File: src/rtl/dmem_pkg.sv
// dmem_pkg: shared definitions for the data-memory interface.
//   - dm_ctrl access-width codes (word / half / byte, signed or unsigned)
//   - FSM state enum for dmem_if
//   - be_gen   : byte enables for a given width and address offset
//   - load_ext : lane select plus sign/zero extension of a RAM word
package dmem_pkg;

    localparam logic [2:0] dm_word              = 3'b000;
    localparam logic [2:0] dm_halfword          = 3'b001;
    localparam logic [2:0] dm_halfword_unsigned = 3'b010;
    localparam logic [2:0] dm_byte              = 3'b011;
    localparam logic [2:0] dm_byte_unsigned     = 3'b100;

    typedef enum logic [1:0] {
        IDLE   = 2'd0,
        REQ    = 2'd1,
        WAIT_R = 2'd2,
        DONE   = 2'd3
    } dmem_state_e;

    // Codes 101-111 fall into the default arm and behave as word.
    function automatic logic [3:0] be_gen(input logic [2:0] ctrl, input logic [1:0] a);
        logic [3:0] be;
        case (ctrl)
            dm_halfword, dm_halfword_unsigned: be = a[1] ? 4'b1100 : 4'b0011;
            dm_byte, dm_byte_unsigned:         be = 4'b0001 << a;
            default:                           be = 4'b1111;
        endcase
        return be;
    endfunction

    function automatic logic [31:0] load_ext(input logic [2:0] ctrl, input logic [1:0] a,
                                             input logic [31:0] w);
        logic [15:0] h;
        logic [7:0]  b;
        logic [31:0] r;
        h = a[1] ? w[31:16] : w[15:0];
        b = w[{a, 3'b000} +: 8];
        case (ctrl)
            dm_halfword:          r = {{16{h[15]}}, h};
            dm_halfword_unsigned: r = {16'h0000, h};
            dm_byte:              r = {{24{b[7]}}, b};
            dm_byte_unsigned:     r = {24'h000000, b};
            default:              r = w;
        endcase
        return r;
    endfunction

endpackage

File: src/rtl/dmem_fmt.sv
// dmem_fmt: combinational lane logic shared by memory-side interfaces.
// Ports:
//   dm_ctrl_i  access width/sign code
//   addr_lo_i  byte offset within the word (addr[1:0])
//   wdata_i    store value, right-justified
//   rword_i    raw word read from RAM
//   be_o       byte enables
//   wdata_o    store value replicated across all lanes of its width
//   rdata_o    selected lane, sign/zero extended
//   aligned_o  access is naturally aligned for its width
module dmem_fmt
    import dmem_pkg::*;
(
    input  logic [2:0]  dm_ctrl_i,
    input  logic [1:0]  addr_lo_i,
    input  logic [31:0] wdata_i,
    input  logic [31:0] rword_i,
    output logic [3:0]  be_o,
    output logic [31:0] wdata_o,
    output logic [31:0] rdata_o,
    output logic        aligned_o
);

    always_comb begin
        be_o    = be_gen(dm_ctrl_i, addr_lo_i);
        rdata_o = load_ext(dm_ctrl_i, addr_lo_i, rword_i);
        case (dm_ctrl_i)
            dm_halfword, dm_halfword_unsigned: begin
                wdata_o   = {2{wdata_i[15:0]}};
                aligned_o = ~addr_lo_i[0];
            end
            dm_byte, dm_byte_unsigned: begin
                wdata_o   = {4{wdata_i[7:0]}};
                aligned_o = 1'b1;
            end
            default: begin
                wdata_o   = wdata_i;
                aligned_o = (addr_lo_i == 2'b00);
            end
        endcase
    end

endmodule

File: src/rtl/dmem_if.sv
// dmem_if: MEM-stage data-memory interface to a variable-latency word RAM.
// Ports:
//   clk, reset (async, active-low)
//   mem_r / mem_w / addr / wdata / dm_ctrl   CPU MEM-stage request
//   rdata      registered, formatted load data (valid in DONE)
//   stall      holds IF..MEM until the transaction completes
//   misalign   current request is misaligned (no RAM access)
//   bus_err    one-cycle pulse when the RAM does not respond in TIMEOUT cycles
//   ram_*      request/grant/rvalid handshake to the word-wide RAM
module dmem_if
    import dmem_pkg::*;
#(
    parameter int TIMEOUT = 255
) (
    input  logic        clk,
    input  logic        reset,
    input  logic        mem_r,
    input  logic        mem_w,
    input  logic [31:0] addr,
    input  logic [31:0] wdata,
    input  logic [2:0]  dm_ctrl,
    output logic [31:0] rdata,
    output logic        stall,
    output logic        misalign,
    output logic        bus_err,
    output logic        ram_req,
    output logic        ram_we,
    output logic [29:0] ram_addr,
    output logic [3:0]  ram_be,
    output logic [31:0] ram_wdata,
    input  logic        ram_gnt,
    input  logic        ram_rvalid,
    input  logic [31:0] ram_rdata
);

    localparam int                CNT_W    = $clog2(TIMEOUT + 1);
    localparam logic [CNT_W-1:0]  CNT_MAX  = CNT_W'(TIMEOUT);
    localparam logic [CNT_W-1:0]  CNT_LAST = CNT_W'(TIMEOUT - 1);

    dmem_state_e      state_q;
    logic [CNT_W-1:0] cnt_q;
    logic [CNT_W-1:0] cnt_d;
    logic [31:0]      rdata_q;
    logic             bus_err_q;
    logic             ram_req_q;
    logic             ram_we_q;
    logic [29:0]      ram_addr_q;
    logic [3:0]       ram_be_q;
    logic [31:0]      ram_wdata_q;

    logic             req_any;
    logic             req_ok;
    logic             timeout;
    logic [3:0]       fmt_be;
    logic [31:0]      fmt_wdata;
    logic [31:0]      fmt_rdata;
    logic             fmt_aligned;

    dmem_fmt u_fmt (
        .dm_ctrl_i (dm_ctrl),
        .addr_lo_i (addr[1:0]),
        .wdata_i   (wdata),
        .rword_i   (ram_rdata),
        .be_o      (fmt_be),
        .wdata_o   (fmt_wdata),
        .rdata_o   (fmt_rdata),
        .aligned_o (fmt_aligned)
    );

    assign req_any  = mem_r | mem_w;
    assign misalign = req_any & ~fmt_aligned;
    assign req_ok   = req_any & fmt_aligned;
    // DONE is the cycle the pipeline advances, so stall is released there.
    assign stall    = req_ok & (state_q != DONE);

    // Saturating watchdog increment; timeout fires on the edge where the
    // counter would reach TIMEOUT.
    assign cnt_d    = (cnt_q == CNT_MAX) ? cnt_q : cnt_q + 1'b1;
    assign timeout  = (cnt_q == CNT_LAST);

    assign rdata     = rdata_q;
    assign bus_err   = bus_err_q;
    assign ram_req   = ram_req_q;
    assign ram_we    = ram_we_q;
    assign ram_addr  = ram_addr_q;
    assign ram_be    = ram_be_q;
    assign ram_wdata = ram_wdata_q;

    always_ff @(posedge clk or negedge reset) begin
        if (!reset) begin
            state_q     <= IDLE;
            cnt_q       <= '0;
            rdata_q     <= '0;
            bus_err_q   <= 1'b0;
            ram_req_q   <= 1'b0;
            ram_we_q    <= 1'b0;
            ram_addr_q  <= '0;
            ram_be_q    <= '0;
            ram_wdata_q <= '0;
        end else begin
            bus_err_q <= 1'b0;
            case (state_q)
                IDLE: begin
                    if (req_ok) begin
                        state_q     <= REQ;
                        cnt_q       <= '0;
                        ram_req_q   <= 1'b1;
                        ram_we_q    <= mem_w;
                        ram_addr_q  <= addr[31:2];
                        ram_be_q    <= fmt_be;
                        ram_wdata_q <= fmt_wdata;
                    end
                end
                REQ: begin
                    cnt_q <= cnt_d;
                    if (ram_gnt) begin
                        ram_req_q <= 1'b0;
                        if (ram_we_q) begin
                            state_q <= DONE;
                        end else if (ram_rvalid) begin
                            // Grant and data in the same cycle: skip WAIT_R.
                            rdata_q <= fmt_rdata;
                            state_q <= DONE;
                        end else begin
                            state_q <= WAIT_R;
                        end
                    end else if (timeout) begin
                        // Un-granted request (store or load) is dropped.
                        ram_req_q <= 1'b0;
                        bus_err_q <= 1'b1;
                        rdata_q   <= '0;
                        state_q   <= DONE;
                    end
                end
                WAIT_R: begin
                    cnt_q <= cnt_d;
                    if (ram_rvalid) begin
                        rdata_q <= fmt_rdata;
                        state_q <= DONE;
                    end else if (timeout) begin
                        bus_err_q <= 1'b1;
                        rdata_q   <= '0;
                        state_q   <= DONE;
                    end
                end
                DONE: begin
                    state_q <= IDLE;
                end
                default: begin
                    state_q <= IDLE;
                end
            endcase
        end
    end

endmodule

File: config.mk
export PLATFORM = sky130hd
export DESIGN_NAME = dmem_if
export DESIGN_NICKNAME = d
export VERILOG_FILES = /design/src/rtl/dmem_pkg.sv /design/src/rtl/dmem_fmt.sv /design/src/rtl/dmem_if.sv
export SDC_FILE = /design/constraint.sdc
export NUM_CORES = 1
export LEC_CHECK = 0
export CORE_MARGIN = 2
export CORE_UTILIZATION = 46
export DETAILED_ROUTE_END_ITERATION = 8
export PLACE_DENSITY = 0.85
export SLEW_MARGIN = 20
export SYNTH_ARGS = -nofsm -noshare
export SYNTH_HDL_FRONTEND = slang
export SYNTH_HIERARCHICAL = 1
export SYNTH_SLANG_ARGS = --single-unit
File: constraint.sdc
create_clock -name clk -period 2.24 [get_ports clk]
set_input_delay 0.336 -clock clk [delete_from_list [all_inputs] [get_ports clk]]
set_output_delay 0.336 -clock clk [all_outputs]
set_load 0.01 [all_outputs]
Word-level counts from Yosys, hierarchy flattened
Cells that the tools add are included.
{"block": "op_classes", "add_sub_neg": 1, "n_eq_ne": 15, "shift": 2, "muxes": 30, "bitwise": 6, "reduce_logical": 12}
{"cell": "$mux 32", "count": 5}
{"cell": "$pmux 32 s2", "count": 2}
{"cell": "$pmux 32 s4", "count": 1}
{"cell": "$shiftx 32x6->8", "count": 1}
{"cell": "$eq 8x8->1 const B", "count": 2}
{"cell": "$mux 16", "count": 1}
{"cell": "$mux 8", "count": 2}
{"cell": "$pmux 8 s2", "count": 1}
{"cell": "$ne 3x3->1 const B", "count": 3}
{"cell": "$reduce_and 3->1", "count": 3}
{"cell": "$add 8x1->8 const B", "count": 1}
{"cell": "$mux 1", "count": 8}
{"cell": "$mux 2", "count": 4}
{"cell": "$pmux 2 s4", "count": 1}
{"cell": "$pmux 4 s2", "count": 1}
{"cell": "$eq 3x2->1 const B", "count": 2}
{"cell": "$ne 2x2->1 const B", "count": 3}
{"cell": "$pmux 1 s2", "count": 3}
{"cell": "$reduce_bool 2->1", "count": 3}
{"cell": "$reduce_or 2->1", "count": 3}
{"cell": "$eq 2x2->1 const B", "count": 2}
{"cell": "$logic_not 2->1", "count": 2}
{"cell": "$mux 4", "count": 1}
{"cell": "$shl 1x2->4 const A", "count": 1}
{"cell": "7 further kinds", "count": 10}
{"block": "totals", "reg_bits": 111, "inputBits": 105, "out_inout_bits": 103, "word_cells": 75}

Logic depth before layout (Yosys ltp)
{"block": "depth", "ltp_word": 6, "depth_mapped": 12, "mapped_depth_nobuf": 8}

Modules after synthesis
Netlist, hierarchy kept.
{"mod": "dmem_if", "instances": 1, "cells_each": 442, "area_per_inst_um2": 4420.5, "seq_area_each_um2": 2777.7}
{"mod": "dmem_fmt", "instances": 1, "cells_each": 219, "area_per_inst_um2": 1465.2, "seq_area_each_um2": 0.0}

Worst setup path before layout
No wires, ideal clock.
{"block": "synth_timing", "path_kind": "in2reg", "startpoint": "input dm_ctrl[1]", "endpoint": "register cnt_q[7]", "setup_time_ns": 0.077, "t_arrival_ns": 2.203, "required_ns": 2.163, "slack_ns": -0.040, "stages": 9, "path_buffers": 3, "path_cell_list": "buf_4 or2_2 clkbuf_1 o221ai_1 o211a_1 buf_4 o22ai_2 or4_1 a21oi_1"}
{"block": "synth_between", "elab_chain_len": 6, "elab_cells_between_ends": 10, "cone_classes": "eq/ne: 5; mux: 1; bitwise: 1; reduce/logical: 3"}
{"item": "start: declaration", "line": "dmem_if.sv:21", "source": "input logic [2:0] dm_ctrl,"}
{"item": "$eq 3x2->1 (tied with other cells)", "line": "dmem_fmt.sv:27", "source": "case (dm_ctrl_i)"}
{"item": "$reduce_or 2->1", "line": "dmem_fmt.sv:27"}
{"item": "$pmux 1 s2 *", "line": "dmem_fmt.sv:27"}
{"item": "via fmt_aligned", "line": "dmem_if.sv:57", "source": "logic fmt_aligned;"}
{"item": "$and 1x1->1 *", "line": "dmem_if.sv:72", "source": "assign req_ok = req_any & fmt_aligned;"}
{"item": "$ne 2x2->1 (no source line) *"}
{"item": "$reduce_and 3->1 (no source line) *"}
{"item": "end signal: assignment", "line": "dmem_if.sv:115", "source": "cnt_q <= cnt_d;"}
{"item": "end signal: assignment", "line": "dmem_if.sv:136", "source": "cnt_q <= cnt_d;"}
{"item": "end: declaration", "line": "dmem_if.sv:41", "source": "logic [CNT_W-1:0] cnt_q;"}
Mark *: on every way through the listed nets, which the timed path passes. The rest lies on a longest branch.
A chain may end at the register's enable or synchronous reset.

Worst setup path after layout
{"block": "layout_timing", "startpoint": "input dm_ctrl[1]", "endpoint": "output stall"}
{"block": "layout_between", "elab_chain_len": 5, "elab_cells_between_ends": 9, "cone_classes": "eq/ne: 4; mux: 1; bitwise: 2; reduce/logical: 2"}
{"item": "$eq 3x2->1 (tied with other cells)", "line": "dmem_fmt.sv:27"}
{"item": "$reduce_or 2->1", "line": "dmem_fmt.sv:27"}
{"item": "$pmux 1 s2 *", "line": "dmem_fmt.sv:27"}
{"item": "via fmt_aligned", "line": "dmem_if.sv:57"}
{"item": "$and 1x1->1 *", "line": "dmem_if.sv:72"}
{"item": "$and 1x1->1 *", "line": "dmem_if.sv:74", "source": "assign stall = req_ok & (state_q != DONE);"}
{"item": "end: declaration", "line": "dmem_if.sv:23", "source": "output logic stall,"}
Marks and branches as above.

==> flow_metrics.tcl <==
set metrics [dict create \
    initial_utilization_pct 46.8 \
    timing.fmax_mhz 466 \
    dieWidth_um 117 \
    io_pins 208 \
    layout_commonest_cell "nand2_1" \
    hold_violations 0 \
    ys_seq_elements 111 \
    avgSynthCellArea_sq_um 8.90 \
    fin_ws_ns 0.0928 \
    wire_per_inst_um 16.8 \
    h-tree-depth 3 \
    syn-instance-count 661 \
    synth.distinct_cells 53 \
    start_kind "primary input" \
    place.port_buffers 207 \
    gr-usage-all-layers_pct 25.2 \
    root_buffer "clkbuf_16" \
    drtPass1Iterations 5 \
    min_path_type "flop to flop" \
    power_density_nw_per_um2 1110 \
    drv_slew 0 \
    ys_seq_area_share_pct 47.2 \
    hpwl_mm 12.7 \
    finalCritPeriodShare_pct 95.9 \
    grt_max_degree 67 \
    cp.required_ns 1.90 \
    grt_pass1_vias 5314 \
    max_cap_violations 0 \
    post_cts_buffers 0 \
    drc 0 \
    crit_chain "clkdlybuf4s50_1, buf_4, maj3_1, nand2_2, o221ai_4, o21ai_2, nor2_1, clkbuf_2" \
    finalCriticalPeriod_ns 2.15 \
    clock_path_buffers 2 \
    grt_pass1_wl_mm 26.9 \
    place_ws_ns -0.420 \
    critical_path.max_fanout 4 \
    clock_latency_ns 0.35 \
    synth_warnings 6 \
    critPathArrivalTime_ns 1.81 \
    layout.nets 979 \
    finClkSkew_ns 0.00692 \
    cts_tree "yes" \
    synth_fp_nets 773 \
    cts_made_buffers 9 \
    vdd_drop_max_uv 692 \
    tns_ns 0 \
    fill_cells 965 \
    die_height_um 117 \
    drtAntennaViolNets 0 \
    core_sq_um 12600 \
    vias 5662 \
    outcome "finished clean" \
    p_comb_share_pct 47.7 \
    seqPwrFrac_pct 35.5 \
    p_leak_nw 4.12 \
    antenna_cells 0 \
    place_congestion 0.874 \
    area_growth_syn_to_layout_pct 45.5 \
    slowest_stage "clkdlybuf4s50_1" \
    fp-row-count 41 \
    wl_mm 17.6 \
    clock-sinks 111 \
    final_util_pct 68.1 \
    die_area_sq_um 13700 \
    cp-end-kind "primary output" \
    p_sw_mw 3.42 \
    syn_area_sq_um 5890 \
    max_stage_delay_ns 0.41 \
    drive_gt1_share_pct 10.8 \
    antenna_found_initial 0 \
    routed_via_density 5.42 \
    drt_iter0_drc 529 \
    grt_overflow 0 \
    rsz0062_at_grt "no" \
    power.internal_mw 6.08 \
    p_clk_share_pct 16.8 \
    worst_slew_pin_slew_ns 0.901 \
    critPathKind "primary input to primary output" \
    slew-limit-headroom_pct 39.7 \
    setup_viol 0 \
    final_cell_mix "252 x nand2_1, 204 x clkdlybuf4s50_1, 111 x dfrtp_1" \
    clkTransAtPathRegs_ns 0.08 \
    p_sw_share_pct 36.0 \
]
-- Yosys cell counts (all sizes together) --
library cell	count	area, sq um
o221ai	2	23.8
and2b	1	7.51
a22o	40	350
a21boi	1	7.51
a221oi	1	8.76
o2bb2ai	5	43.8
a21o	25	188
o41ai	1	27.5
o21a	1	7.51
buf	36	218
o211a	1	10.0
nor3b	1	12.5
and3	1	6.26
o211ai	2	15.0
mux2	9	101
or4	1	7.51
a22oi	4	30.0
and2	1	6.26
or2	10	62.6
nor3	1	10.0
or3	3	18.8
clkbuf	14	52.6
a211oi	1	7.51
ha	7	87.6
and3b	1	8.76
mux2i	1	10.0
xnor2	2	17.5
mux4	8	191
nor2	16	62.6
nand4	3	25.0
dfrtp	111	2780
nand2b	2	12.5
nand3	10	50.1
o31ai	6	45.0
a31oi	2	12.5
o22ai	4	31.3
nand2	254	961
inv	11	41.3
xor2	1	8.76
a21oi	24	124
nor2b	9	56.3
maj3	1	10.0
o21ai	26	130
-- power by group through the flow --
| stage | registers [mW] | logic [mW] | clock network (mW) |
|---|---|---|---|
| after detailed placement | 3.41 | 4.54 | 0 |
| after CTS | 3.38 | 4.57 | 1.64 |
| after floorplan | 3.73 | 1.71 | 0 |
| final | 3.38 | 4.53 | 1.60 |
| after global placement | 3.38 | 4.43 | 0 |
| after global routing | 3.48 | 4.92 | 1.72 |
-- worst max-delay path: cells and delay by family --
kind	cells	cell delay, ns
buffers and inverters	3	0.68
adders and majority gates	1	0.36
and+or+nand+nor	2	0.18
AOI/OAI and AO/OA	2	0.25
-- cell families (layout without fill, tap and decap cells) --
family	count (synthesis)	after routing	synth area share (%)
buffers and inverters	61	272	5.29
multiplexers	18	18	5.14
flip-flops	111	111	47.2
adder cells (fa/ha/maj)	8	8	1.66
XOR/XNOR	3	3	0.447
AO/OA/AOI/OAI	146	146	18.0
AND/OR/NAND/NOR	314	314	22.2
-- final cells by class --
cell class | count | area (sq um) | share of cell area (%)
inverter | 11 | 41.3 | 0.482
clock buffer | 9 | 225 | 2.63
timing repair buffer | 245 | 2400 | 28.0
tap | 172 | 215 | 2.51
sequential | 111 | 2780 | 32.4
clock inverter | 7 | 71.3 | 0.833
multi-input combinational | 489 | 2830 | 33.1
-- registers in the layout, summed over array words and instances, names as in the netlist --
name / cells
ram_wdata: 32
rdata: 32
ram_addr: 30
cnt_q: 8
ram_be: 4
state_q: 2
bus_err: 1
ram_req: 1
ram_we: 1
-- metrics by stage --
step / hold slack [ns] / cell area, sq um / total power [mW] / std cells
global placement: 0.348 / 8260 / 7.81 / 1028
finish: 0.477 / 8560 / 9.50 / 1044
global route: 0.491 / 8560 / 10.1 / 1044
CTS: 0.480 / 8580 / 9.59 / 1045
floorplan: 0.0404 / 5890 / 5.44 / 661
detailed placement: 0.353 / 8260 / 7.94 / 1028
-- metal layers --
| layer | global-route usage, % | vias up | routed length (um) |
|---|---|---|---|
| li1 | - | 2652 | - |
| met4 | 12.2 | 0 | 598 |
| met2 | 40.4 | 257 | 8390 |
| met3 | 4.07 | 48 | 1200 |
| met5 | 0 | - | 0 |
| met1 | 33.7 | 2705 | 7400 |
-- path summary, 6_finish.rpt --
kind	startpoint	endpoint	slack, ns	depth (start not counted)
setup / recovery	dm_ctrl[1]	stall	0.09	8
hold / removal	ram_addr[27]$_DFFE_PN0P_	ram_addr[27]$_DFFE_PN0P_	0.48	2
setup reg to reg	state_q[0]$_DFFE_PN0P_	cnt_q[7]$_DFFE_PN0P_	0.25	6
hold reg to reg	ram_addr[27]$_DFFE_PN0P_	ram_addr[27]$_DFFE_PN0P_	0.48	2
max in group asynchronous	reset	ram_wdata[27]$_DFFE_PN0P_	1.02	3
min in group asynchronous	reset	state_q[0]$_DFFE_PN0P_	0.51	2
-- timing repair --
item,CTS,global route
hold endpoints to repair,36,0
resized for setup,8,2
pin swaps,1,0
hold buffers,1,0
endpoints found under the setup margin,2,6
Power figures use the tool's default switching activity.
